## src/rtl/dlfloat_mac_host.sv

```systemverilog
// dlfloat_mac_host: feeds operand pairs to the two-phase DLFloat MAC tile and reassembles its byte-serial results.
module dlfloat_mac_host #(
  parameter int FIFO_DEPTH = 2
) (
  input  logic        clk,
  input  logic        rst,
  input  logic        acc_clr,
  input  logic        in_valid,
  output logic        in_ready,
  input  logic [15:0] in_a,
  input  logic [15:0] in_b,
  output logic [15:0] mac_data,
  input  logic [7:0]  mac_byte,
  output logic        mac_rst_n,
  output logic        out_valid,
  input  logic        out_ready,
  output logic [15:0] out_data,
  output logic        overrun,
  output logic [15:0] pair_count
);
  localparam int AW = $clog2(FIFO_DEPTH);
  typedef enum logic {CLR, RUN} state_t;
  state_t r_state, w_next;
  logic          r_clr_cnt, r_p, r_low_held;
  logic [7:0]    r_low;
  logic [15:0]   r_stage;
  logic [31:0]   r_mem [FIFO_DEPTH];
  logic [AW-1:0] r_wr, r_rd;
  logic [AW:0]   r_cnt;
  logic          w_run, w_push, w_pop, w_load, w_empty;
  logic [31:0]   w_head;
  assign w_empty  = r_cnt == '0;
  assign in_ready = r_cnt != (AW+1)'(FIFO_DEPTH);
  assign w_run    = r_state == RUN && !acc_clr;
  assign w_push   = in_valid && in_ready;
  assign w_pop    = w_run && r_p && !w_empty;
  assign w_load   = w_run && !r_p && r_low_held;
  assign w_head   = r_mem[r_rd];
  always_comb begin
    w_next = r_state;
    if (r_state == CLR) w_next = r_clr_cnt ? RUN : CLR;
    else if (acc_clr) w_next = CLR;
  end
  always_ff @(posedge clk or posedge rst)
    if (rst) r_state <= CLR;
    else r_state <= w_next;
  always_ff @(posedge clk)
    if (w_push) r_mem[r_wr] <= {in_a, in_b};
  always_ff @(posedge clk or posedge rst) begin
    if (rst) begin
      r_wr       <= '0;
      r_rd       <= '0;
      r_cnt      <= '0;
      r_clr_cnt  <= 1'b0;
      r_p        <= 1'b0;
      r_low_held <= 1'b0;
      r_low      <= '0;
      r_stage    <= '0;
      mac_data   <= '0;
      mac_rst_n  <= 1'b0;
      out_valid  <= 1'b0;
      out_data   <= '0;
      overrun    <= 1'b0;
      pair_count <= '0;
    end else begin
      if (w_push) r_wr <= r_wr + 1'b1;
      if (w_pop) r_rd <= r_rd + 1'b1;
      r_cnt      <= r_cnt + (AW+1)'(w_push) - (AW+1)'(w_pop);
      r_clr_cnt  <= r_state == CLR && !r_clr_cnt;
      r_p        <= w_run && !r_p;
      r_low_held <= w_run && r_p;
      mac_rst_n  <= w_next == RUN;
      // A goes out on the p==1 edge so it sits on the bus for the whole p==0 cycle
      mac_data   <= !w_run ? 16'h0 : !r_p ? r_stage : w_empty ? 16'h0 : w_head[31:16];
      r_stage    <= !w_run ? 16'h0 : !r_p ? r_stage : w_empty ? 16'h0 : w_head[15:0];
      pair_count <= pair_count + 16'(w_pop);
      if (w_run && r_p) r_low <= mac_byte;
      if (w_load) out_data <= {mac_byte, r_low};
      out_valid  <= w_load || (out_valid && !out_ready);
      overrun    <= overrun || (w_load && out_valid && !out_ready);
    end
  end
endmodule

```

## config.mk

```make
export PLATFORM = sky130hd
export DESIGN_NAME = dlfloat_mac_host
export DESIGN_NICKNAME = d
export VERILOG_FILES = /design/src/rtl/dlfloat_mac_host.sv
export SDC_FILE = /design/constraint.sdc
export NUM_CORES = 1
export LEC_CHECK = 0
export BUFFER_PORTS_ARGS = -buffer_cell sky130_fd_sc_hd__buf_2
export CAP_MARGIN = 10
export CORE_UTILIZATION = 45
export DETAILED_ROUTE_END_ITERATION = 8
export GPL_ROUTABILITY_DRIVEN = 0
export PLACE_DENSITY = 0.78
export SLEW_MARGIN = 20
export SYNTH_ARGS = -nofsm -noshare
export SYNTH_HDL_FRONTEND = slang
export SYNTH_SLANG_ARGS = --single-unit
```

## constraint.sdc

```tcl
create_clock -name clk -period 4.2 [get_ports clk]
set_clock_uncertainty 0.2 [all_clocks]
set_input_delay 0.42 -clock clk [delete_from_list [all_inputs] [get_ports clk]]
set_output_delay 0.42 -clock clk [all_outputs]
set_load 0.05 [all_outputs]
```

==> reports/metrics.cfg, run 1 <==
[worst_setup_path]
criticalPathCategory=flop to flop
required_ns=4.29
r2r_end=pair_count[13]
crit_end=pair_count[13]
crit_fanout=34
rr_startpoint=mac_rst_n
regToRegSetupSlack_ns=1.38
critPathCaptureType=flop
crit_start=mac_rst_n
critPathLaunchType=flop
rr_worst_depth=10
critPathArrivalTime_ns=2.91

[yosys]
syn_area_sq_um=5290
yosys-mux-area-fraction_pct=9.45
ys_top_cells_by_count=82 x dfrtp_1, 64 x edfxtp_1, 50 x nand2_1
yosys.area_share.simple_pct=6.45
synthArstFlopShare_pct=56.2
synth_edf_count=64
syn_inst=348
synth_compound_area_share_pct=3.78
synth.ff_latch_count=146
synth_top_family_by_area=multiplexers
synth_warnings=0
yosysMostFrequentCell=dfrtp_1
avgSynthCellArea_sq_um=15.2
yosysSeqAreaShare_pct=75.1
yosysTopAreaCell=dfrtp_1
synthAdderAreaFrac_pct=0.709
yosys.cell_types.count=30
netlist.area_leader.share_pct=38.8
synth.net_count=396
ys.flop_type=dfrtp_1
yosys-top-cells-area=dfrtp_1 39%, edfxtp_1 36%, mux2i_1 6.1%
synthXorXnorAreaFrac_pct=2.98

[layout]
layout-drive-gt1-share_pct=28.5
nNetsFinal=533
post-route-util_pct=60.1
final_cells=641
syn_to_final_growth_pct=29.6
antennaDiodeCount=0

[cts]
clockRootBuffer=clkbuf_16
cts_buffers=17
clk_pin_slew_ns=0.06
clkSinkCount=146
clkLatencyLatePin_ns=0.41
tritoncts=built
cts_buffer_depth=2
htreeDepth=4
postCtsSetupBuffers=0

[place]
dp_cells=579
io_buffer_count=96
dp_hpwl_um=5940

[sta]
rsz0062_at_grt=no
slew_viol_final=0
relSlewSlack_pct=33.2
fmax_mhz=354
finalHoldViolCount=62
worst_pin_slew_ns=1.00
min_period_over_period_pct=67.2
setup_viol=0
finalSetupTns_ns=0
whs_ns=-0.0473
min_period_ns=2.82

[pwr]
p_int_uw=3150
p_clk_share_pct=34.8
power_switching_share_pct=30.6
p_comb_share_pct=20.3
p_seq_share_pct=44.8
ir_drop_mv=0.534
leakage_uw=0.00319
powerDensity_nw_per_um2=661
p_switching_uw=1390

[grt]
grt_max_degree=64
grt_overflow=0
grt_usage_pct=18.0
grt_pass1_wl_um=16700
antenna_found_initial=0
grt_pass1_vias=3453

[routing]
drtIter0Drc=179
wl_per_cell_um=15.7
vias=3207
via_per_inst=5.00
ant_nets=0
finalWirelength_um=10000
drc=0
dr.pass1.iters=4

[outcome]
outcome=complete, but fails checks
violations=negative hold slack

[die]
start_util_pct=46.4
rows=39
ios=97
die_y_um=110
fp.dieW_um=110
core_sq_um=11400
dieArea_sq_um=12200

[flow_run]
maxCapViolCount=0

[worst_hold_path]
hold_path.class=input pin to asynchronous set/reset pin

==> worst min path at each step <==
stage / endpoint / slack [ns] / from
global route: r_mem[0][7] / 0.01 / in_b[7]
detailed placement: r_clr_cnt / 0.22 / r_clr_cnt
finish: r_stage[2] / -0.05 / rst
CTS: r_mem[0][10] / 0.002 / in_b[10]
floorplan: r_clr_cnt / 0.20 / r_clr_cnt
global placement: r_clr_cnt / 0.21 / r_clr_cnt
==> layout make-up <==
type | instances | area, sq um
clock buffers | 21 | 460
inverters | 7 | 28.8
repair buffers | 130 | 811
clock inverters | 11 | 160
multi-input cells | 183 | 1250
well taps | 143 | 179
fillers | 907 | 4560
flip-flops and latches | 146 | 3980
==> layer usage <==
layer	share of wire (%)	GRT usage (%)	routed length (um)	up-vias
met4	1.4	7.73	137	0
met3	4.8	4.56	481	14
met5	0	0	0	-
met2	53	31.1	5360	96
met1	40	21.4	4060	1592
li1	-	-	-	1505
==> power by group through the flow <==
stage / Combinational, uW / Clock, uW / Sequential (uW)
global placement: 881 / 0 / 2040
finish: 923 / 1580 / 2030
CTS: 931 / 1600 / 2030
detailed placement: 909 / 0 / 2060
floorplan: 445 / 0 / 2250
global route: 997 / 1670 / 2070
==> registers in the layout, summed over array words and instances, names as in the netlist <==
name,flops
r_mem,64
r_clr_cnt,1
mac_rst_n,1
r_stage,16
mac_data,16
r_p,1
r_wr,1
out_valid,1
pair_count,16
overrun,1
r_low_held,1
r_rd,1
r_low,8
out_data,16
r_cnt,2
==> critical path: stages (launching register included) <==
cell and delay (ns):
dfrtp_1 0.40, nand3b_1 0.34, inv_1 0.43, o21ai_2 0.09, buf_4 0.24, inv_1 0.13
ha_1 0.15, inv_1 0.04, nor3_1 0.38, nand3_1 0.15, xnor2_1 0.15
==> per-stage QoR <==
stage / setup slack, ns / power, uW / area, sq um
after global placement: 1.35 / 2920 / 5940
after global routing: 1.07 / 4740 / 6860
after CTS: 1.39 / 4560 / 6860
after floorplan: 1.11 / 2690 / 5290
after detailed placement: 1.21 / 2960 / 5940
final: 1.38 / 4540 / 6860
==> logic make-up after synthesis <==
logic type | Yosys count
adders and majority gates | 3
muxes | 48
AOI/OAI and AO/OA | 38
DFF | 146
buffers and inverters | 19
and+or+nand+nor | 76
xor gates and xnor gates | 18
==> layout by cell type, fill, tap and decap left out, types with 3 or more instances in the layout <==
cell type / n
nand3_1: 5
bufinv_16: 4
xor2_1: 5
dlygate4sd3_1: 30
clkbuf_16: 17
mux2_1: 8
dfrtp_1: 81
xnor2_1: 13
clkinv_1: 3
mux2i_1: 32
ha_1: 3
inv_1: 6
nand2_1: 50
mux2_2: 8
o21ai_0: 33
buf_4: 4
edfxtp_1: 64
nor2_1: 6
buf_2: 96
==> what timing repair did <==
item                       CTS  global route
hold endpoints to repair    58             0
setup endpoints to repair    0             0
hold buffers                30             0
resized for setup            0             0
Note: power is estimated with default switching activity, not from simulation.
==> inputs of run 2 (changes only) <==
- ABC_AREA: unset -> 1
- PLACE_DENSITY: 0.78 -> 0.77
- clock period: 4.2 -> 2.7 ns (I/O delays scaled with it)
==> run 2 against run 1 <==
Compared with the run above:
- the flow now finishes without violations
- sequential power up 52%
- setup slack worse by 0.85 ns
- worst hold slack gained 0.26 ns
- via count is 14% higher
- cell count grew 15%
- critical path depth increased by 1
- area after synthesis grew 3.9%
- routed wire length grew 12%
- flip-flop and latch count unchanged
- sequential share of layout area fell by 2.4 points
- clock-buffer cell count shrank 1
- core utilization shrank 0.29 points
==> reports/metrics.cfg, run 2 <==
[sta]
worst_pin_slew_ns=0.661  ; -0.340 ns
min_period_over_period_pct=80.4
whs_ns=0.215  ; +0.262 ns
relSlewSlack_pct=55.9  ; +23 points
rsz0062_at_grt=no
finalHoldViolCount=0  ; -100%
finalSetupTns_ns=0  ; unchanged
min_period_ns=2.17
slew_viol_final=0  ; unchanged
setup_viol=0  ; unchanged
worst_slack_ns=0.529  ; -0.850 ns
fmax_mhz=461

[worst_setup_path]
crit_fanout=4  ; -88%
criticalPathCategory=input pin to flop
crit_buf_inv=3  ; -1
critPathMaxStageDelay_ns=0.53  ; +0.10 ns
critPathArrivalTime_ns=2.31  ; -0.60 ns
crit_path_top_delay_cell=dlygate4sd3_1
crit_family=simple AND/OR/NAND/NOR gates
critical_path.cell_chain=dlygate4sd3_1 > buf_2 > inv_1 > nand3_2 > nor3_2 > ha_1 > nand2_1 > nor2_1 > nand2_1 > nor3_2 > xor2_1
cp.depth=11  ; +1
rr_worst_depth=8  ; -2
critPathLaunchType=input pin
critPathCaptureType=flop
required_ns=2.83  ; -1.46 ns

[place]
dp_cells=662  ; +14%
dp_slack_ns=0.649  ; -0.560 ns
io_buffer_count=96  ; unchanged
dp_hpwl_um=6760  ; +14%

[cts]
clockRootBuffer=clkbuf_16
clk_pin_slew_ns=0.06  ; about the same
cts_buffers=17  ; unchanged
cts_buffer_depth=2  ; unchanged
htreeDepth=4  ; unchanged
tritoncts=built
postCtsSetupBuffers=0  ; unchanged
clkLatencyLatePin_ns=0.41  ; about the same
clkSinkCount=146  ; unchanged

[layout]
antennaDiodeCount=0  ; unchanged
final_cells=738  ; +15%
final_common_cell=buf_2
fillers=917  ; +1.1%
nNetsFinal=626  ; +17%
largest_reg_flops=64  ; unchanged
final_cell_mix=96 x buf_2, 82 x dfrtp_1, 64 x edfxtp_1
syn_to_final_growth_pct=30.0
max_flop_register=r_mem
layout-drive-gt1-share_pct=25.5  ; -3.0 points

[yosys]
synth.net_count=475  ; +20%
avgSynthCellArea_sq_um=12.9  ; -15%
yosysTopAreaCell=dfrtp_1
netlist.area_leader.share_pct=37.3  ; -1.5 points
ys_top_cells_by_count=82 x dfrtp_1, 64 x edfxtp_1, 63 x nand2_1
synth_warnings=0  ; unchanged
yosys.cell_types.count=31  ; +3.3%
synth_edf_count=64  ; unchanged
ys.flop_type=dfrtp_1
synthArstFlopShare_pct=56.2  ; unchanged
yosysMostFrequentCell=dfrtp_1
synth.ff_latch_count=146  ; unchanged
yosys-top-cells-area=dfrtp_1 37%, edfxtp_1 35%, nand2_1 4.3%
syn_area_sq_um=5500  ; +3.9%
yosysSeqAreaShare_pct=72.2  ; -2.9 points
syn_inst=427  ; +23%

[routing]
wl_per_cell_um=15.3  ; -2.5%
dr.pass1.iters=5  ; +1
finalWirelength_um=11300  ; +12%
wl_met1_um=4620  ; +14%
drtIter0Drc=248  ; +39%
wl_met2_um=6040  ; +13%
dr_wl_met3_um=547  ; +14%
ant_nets=0  ; unchanged
vias=3650  ; +14%
top_layer=met4
via_per_inst=4.95  ; -1.1%
drc=0  ; unchanged

[die]
rows=40  ; +2.6%
core_sq_um=12000  ; +4.8%
fp.dieW_um=113  ; +1.9%
ios=97  ; unchanged
die_y_um=113  ; +1.9%
dieArea_sq_um=12700  ; +3.9%
start_util_pct=46.0  ; -0.36 points

[grt]
antenna_found_initial=0  ; unchanged
grt_overflow=0  ; unchanged
grt_max_degree=45  ; -30%
grt_pass1_wl_um=18600  ; +12%
grt_pass1_vias=3853  ; +12%
grt_usage_pct=19.7  ; +1.7 points

[worst_hold_path]
worstHoldPathCells=1
hold_path.class=flop to flop

[pwr]
leakage_uw=0.00324  ; +1.6%
ir_drop_mv=0.656  ; +23%
finalPower_uw=7190  ; +59%
powerDensity_nw_per_um2=1010  ; +52%

[flow_run]
maxCapViolCount=0  ; unchanged

[outcome]
outcome=completed

[run 2: layer usage]
layer / global-route usage, % / vias to the layer above
met3: 7.18 / 4
met5: 0 / -
li1: - / 1761
met4: 7.20 / 0
met1: 22.1 / 1787
met2: 34.3 / 98
[run 2: repair_timing]
item                                   CTS  global route
gates resized for setup                  0             0
endpoints found under the hold margin  122             0
hold buffers                            44             0
[run 2: kinds of logic (layout without fill, tap and decap cells)]
logic type      after synthesis  count (layout)  synth area share [%]
xor+xnor                     14              14                  2.23
fa+ha+maj                     3               3                 0.682
simple gates                121             121                  9.44
mux                          16              16                  2.91
compound gates               67              67                  7.32
flops                       146             146                  72.2
buf+inv                      60             224                  5.21
[run 2: cell type report]
type                            count  area (sq um)  area share (%)
Clock buffer                       20           468            6.54
Clock inverter                     12           106            1.49
Inverter                           44           171            2.40
Multi-Input combinational cell    221          1260            17.6
Sequential cell                   146          3970            55.5
Tap cell                          147           184            2.57
Timing Repair Buffer              148           993            13.9
[run 2: path summary, 6_finish.rpt]
kind | end | slack, ns | from
min in group asynchronous | out_data[9] | 0.28 | rst
hold reg to reg | r_clr_cnt | 0.21 | r_clr_cnt
setup / recovery | pair_count[12] | 0.53 | acc_clr
max in group asynchronous | r_stage[1] | 1.35 | rst
hold / removal | r_clr_cnt | 0.21 | r_clr_cnt
setup reg to reg | pair_count[12] | 0.70 | mac_rst_n
[run 2: report_power, final]
part | switching [uW] | total, uW | internal [uW]
Sequential | 208 | 3080 | 2870
Combinational | 1390 | 1900 | 502
Clock | 874 | 2220 | 1340
[run 2: metrics by stage]
stage                     cell area [sq um]  util, %
final                                  7150     59.8
after global routing                   7150     59.8
after CTS                              7150     59.8
after detailed placement               6140     51.3
after global placement                 6140     51.3
after floorplan                        5510        -
==> inputs of run 3 (changes only) <==
- clock period: 2.7 -> 2 ns (I/O delays scaled with it)
==> run 3 against run 2 <==
Compared with the run above:
- design area rose by 1.7%
- critical path type is now flop to flop
- via count increased by 0.60%
- setup slack worse by 0.41 ns
- clock-buffer cell count down 2
==> reports/metrics.cfg, run 3 (synthesis results as in run 2) <==
[grt]
grt_usage_pct=18.8  ; -0.88 points
grt_max_degree=83  ; +84%
grt_pass1_vias=3841  ; -0.31%
grt_pass1_wl_um=18000  ; -3.3%
antenna_found_initial=0  ; unchanged
grt_overflow=0  ; unchanged

[pwr]
p_comb_share_pct=26.7  ; +0.3 points
p_clk_share_pct=31.2  ; +0.4 points
p_seq_share_pct=42.1  ; -0.7 points
powerDensity_nw_per_um2=1360  ; +36%
leakage_uw=0.00328  ; +1.3%
p_int_uw=6470  ; +37%
ir_drop_mv=0.588  ; -10%
power_switching_share_pct=34.7  ; +0.27 points
p_switching_uw=3440  ; +39%

[layout]
post-route-util_pct=60.8  ; +0.99 points
antennaDiodeCount=0  ; unchanged
syn_to_final_growth_pct=32.2
layout-drive-gt1-share_pct=27.7  ; +2.1 points
max_flop_register=r_mem
largest_reg_flops=64  ; unchanged
nNetsFinal=631  ; +0.80%
final_common_cell=buf_2
final_cell_mix=95 x buf_2, 80 x dfrtp_1, 64 x edfxtp_1
final_area_sq_um=7270  ; +1.7%

[die]
fp.dieW_um=113  ; unchanged
dieArea_sq_um=12700  ; unchanged
die_y_um=113  ; unchanged
core_sq_um=12000  ; unchanged
rows=40  ; unchanged
start_util_pct=46.0  ; unchanged
ios=97  ; unchanged

[flow_run]
maxCapViolCount=0  ; unchanged

[sta]
finalSetupTns_ns=0  ; unchanged
setup_viol=0  ; unchanged
finalHoldViolCount=0  ; unchanged
min_period_ns=1.88
rsz0062_at_grt=yes
slew_viol_final=0  ; unchanged
relSlewSlack_pct=56.8  ; +0.89 points
fmax_mhz=532
min_period_over_period_pct=94.0
worst_pin_slew_ns=0.648  ; -0.0133 ns
worst_slack_ns=0.120  ; -0.409 ns

[worst_setup_path]
crit_path_top_delay_cell=dfrtp_2
critPathArrivalTime_ns=2.02  ; -0.29 ns
required_ns=2.14  ; -0.69 ns
criticalPathCategory=flop to flop
path_common_cell=nand2_2
rr_worst_depth=8  ; unchanged
critical_path.cell_chain=nand3_4 > nor3_4 > ha_2 > nand2_2 > nor2_4 > nand2_2 > nor3_2 > xor2_1
crit_fanout=5  ; +1
critPathMaxStageDelay_ns=0.41  ; -0.12 ns
critPathLaunchType=flop
critPathCaptureType=flop

[outcome]
outcome=completed

[place]
placed_area_sq_um=6190  ; +0.88%
io_buffer_count=96  ; unchanged
dp_slack_ns=0.0691  ; -0.580 ns
dp_hpwl_um=6690  ; -1.0%

[routing]
ant_nets=0  ; unchanged
drc=0  ; unchanged
drtIter0Drc=250  ; +0.81%
wl_per_cell_um=14.9  ; -2.2%
finalWirelength_um=11100  ; -1.6%
via_per_inst=4.94  ; about the same
vias=3672  ; +0.60%
dr.pass1.iters=4  ; -1

[cts]
clk_pin_slew_ns=0.06  ; about the same
tritoncts=built
cts_buffer_depth=2  ; unchanged
clkSinkCount=146  ; unchanged
clockRootBuffer=clkbuf_16
htreeDepth=4  ; unchanged
cts_buffers=17  ; unchanged
clkLatencyLatePin_ns=0.41  ; about the same

[worst_hold_path]
hold_path.class=input pin to flop
worstHoldPathCells=4  ; +3

## run 3: changes by cell type in the layout (fill, tap and decap cells not counted), sizes merged
cell,delta
bufinv,+1
clkinv,-2
dlymetal6s4s,+1
inv,+3
buf,+4
clkbuf,-2
## run 3: cell type report
class	instances	area [sq um]
multi-input combinational	221	1290
sequential	146	3980
timing repair buffer	153	1060
fill	916	4690
clock buffer	18	429
inverter	44	174
tap	147	184
clock inverter	14	155
## run 3: path summary, 6_finish.rpt
kind | start | end | slack (ns)
worst max-delay path | mac_rst_n | pair_count[12] | 0.12
worst min-delay path | acc_clr | r_p | 0.05
worst max register to register | mac_rst_n | pair_count[12] | 0.12
worst min register to register | r_clr_cnt | r_clr_cnt | 0.21
max in group asynchronous | rst | pair_count[0] | 1.01
min in group asynchronous | rst | pair_count[1] | 0.27
## run 3: worst max-delay path: cells and delay by family (launching register included)
kind,cells,cell delay (ns)
xor gates and xnor gates,1,0.14
adders and majority gates,1,0.22
DFF,1,0.41
and+or+nand+nor,6,0.84
## run 3: stage by stage
step,total power (uW),hold WS [ns],cells
6_report,9910,0.0502,743
5_1_grt,10400,0.0860,743
4_1_cts,9960,0.212,740
3_5_place_dp,6790,0.164,664
3_3_place_gp,6690,0.154,664
2_1_floorplan,6090,0.0830,427
## run 3: layer usage
layer  wire length (um)  GRT usage (%)  vias up
met1               4880           23.2     1796
met5                  0              0        -
met3                347           4.48       18
li1                   -              -     1769
met4                205           8.80        0
met2               5660           31.4       89
## run 3: timing repair
action	4_1_cts	5_1_grt
buffers inserted	0	3
hold endpoints to repair	168	1
resized for setup	0	9
endpoints found under the setup margin	0	8
hold buffers	44	1
## run 3: power groups by stage
stage,registers [uW],logic (uW),clock network (uW)
after global routing,4240,2860,3270
after CTS,4170,2650,3150
after detailed placement,4220,2570,0
after global placement,4180,2510,0
after floorplan,4930,1160,0
final,4180,2650,3090
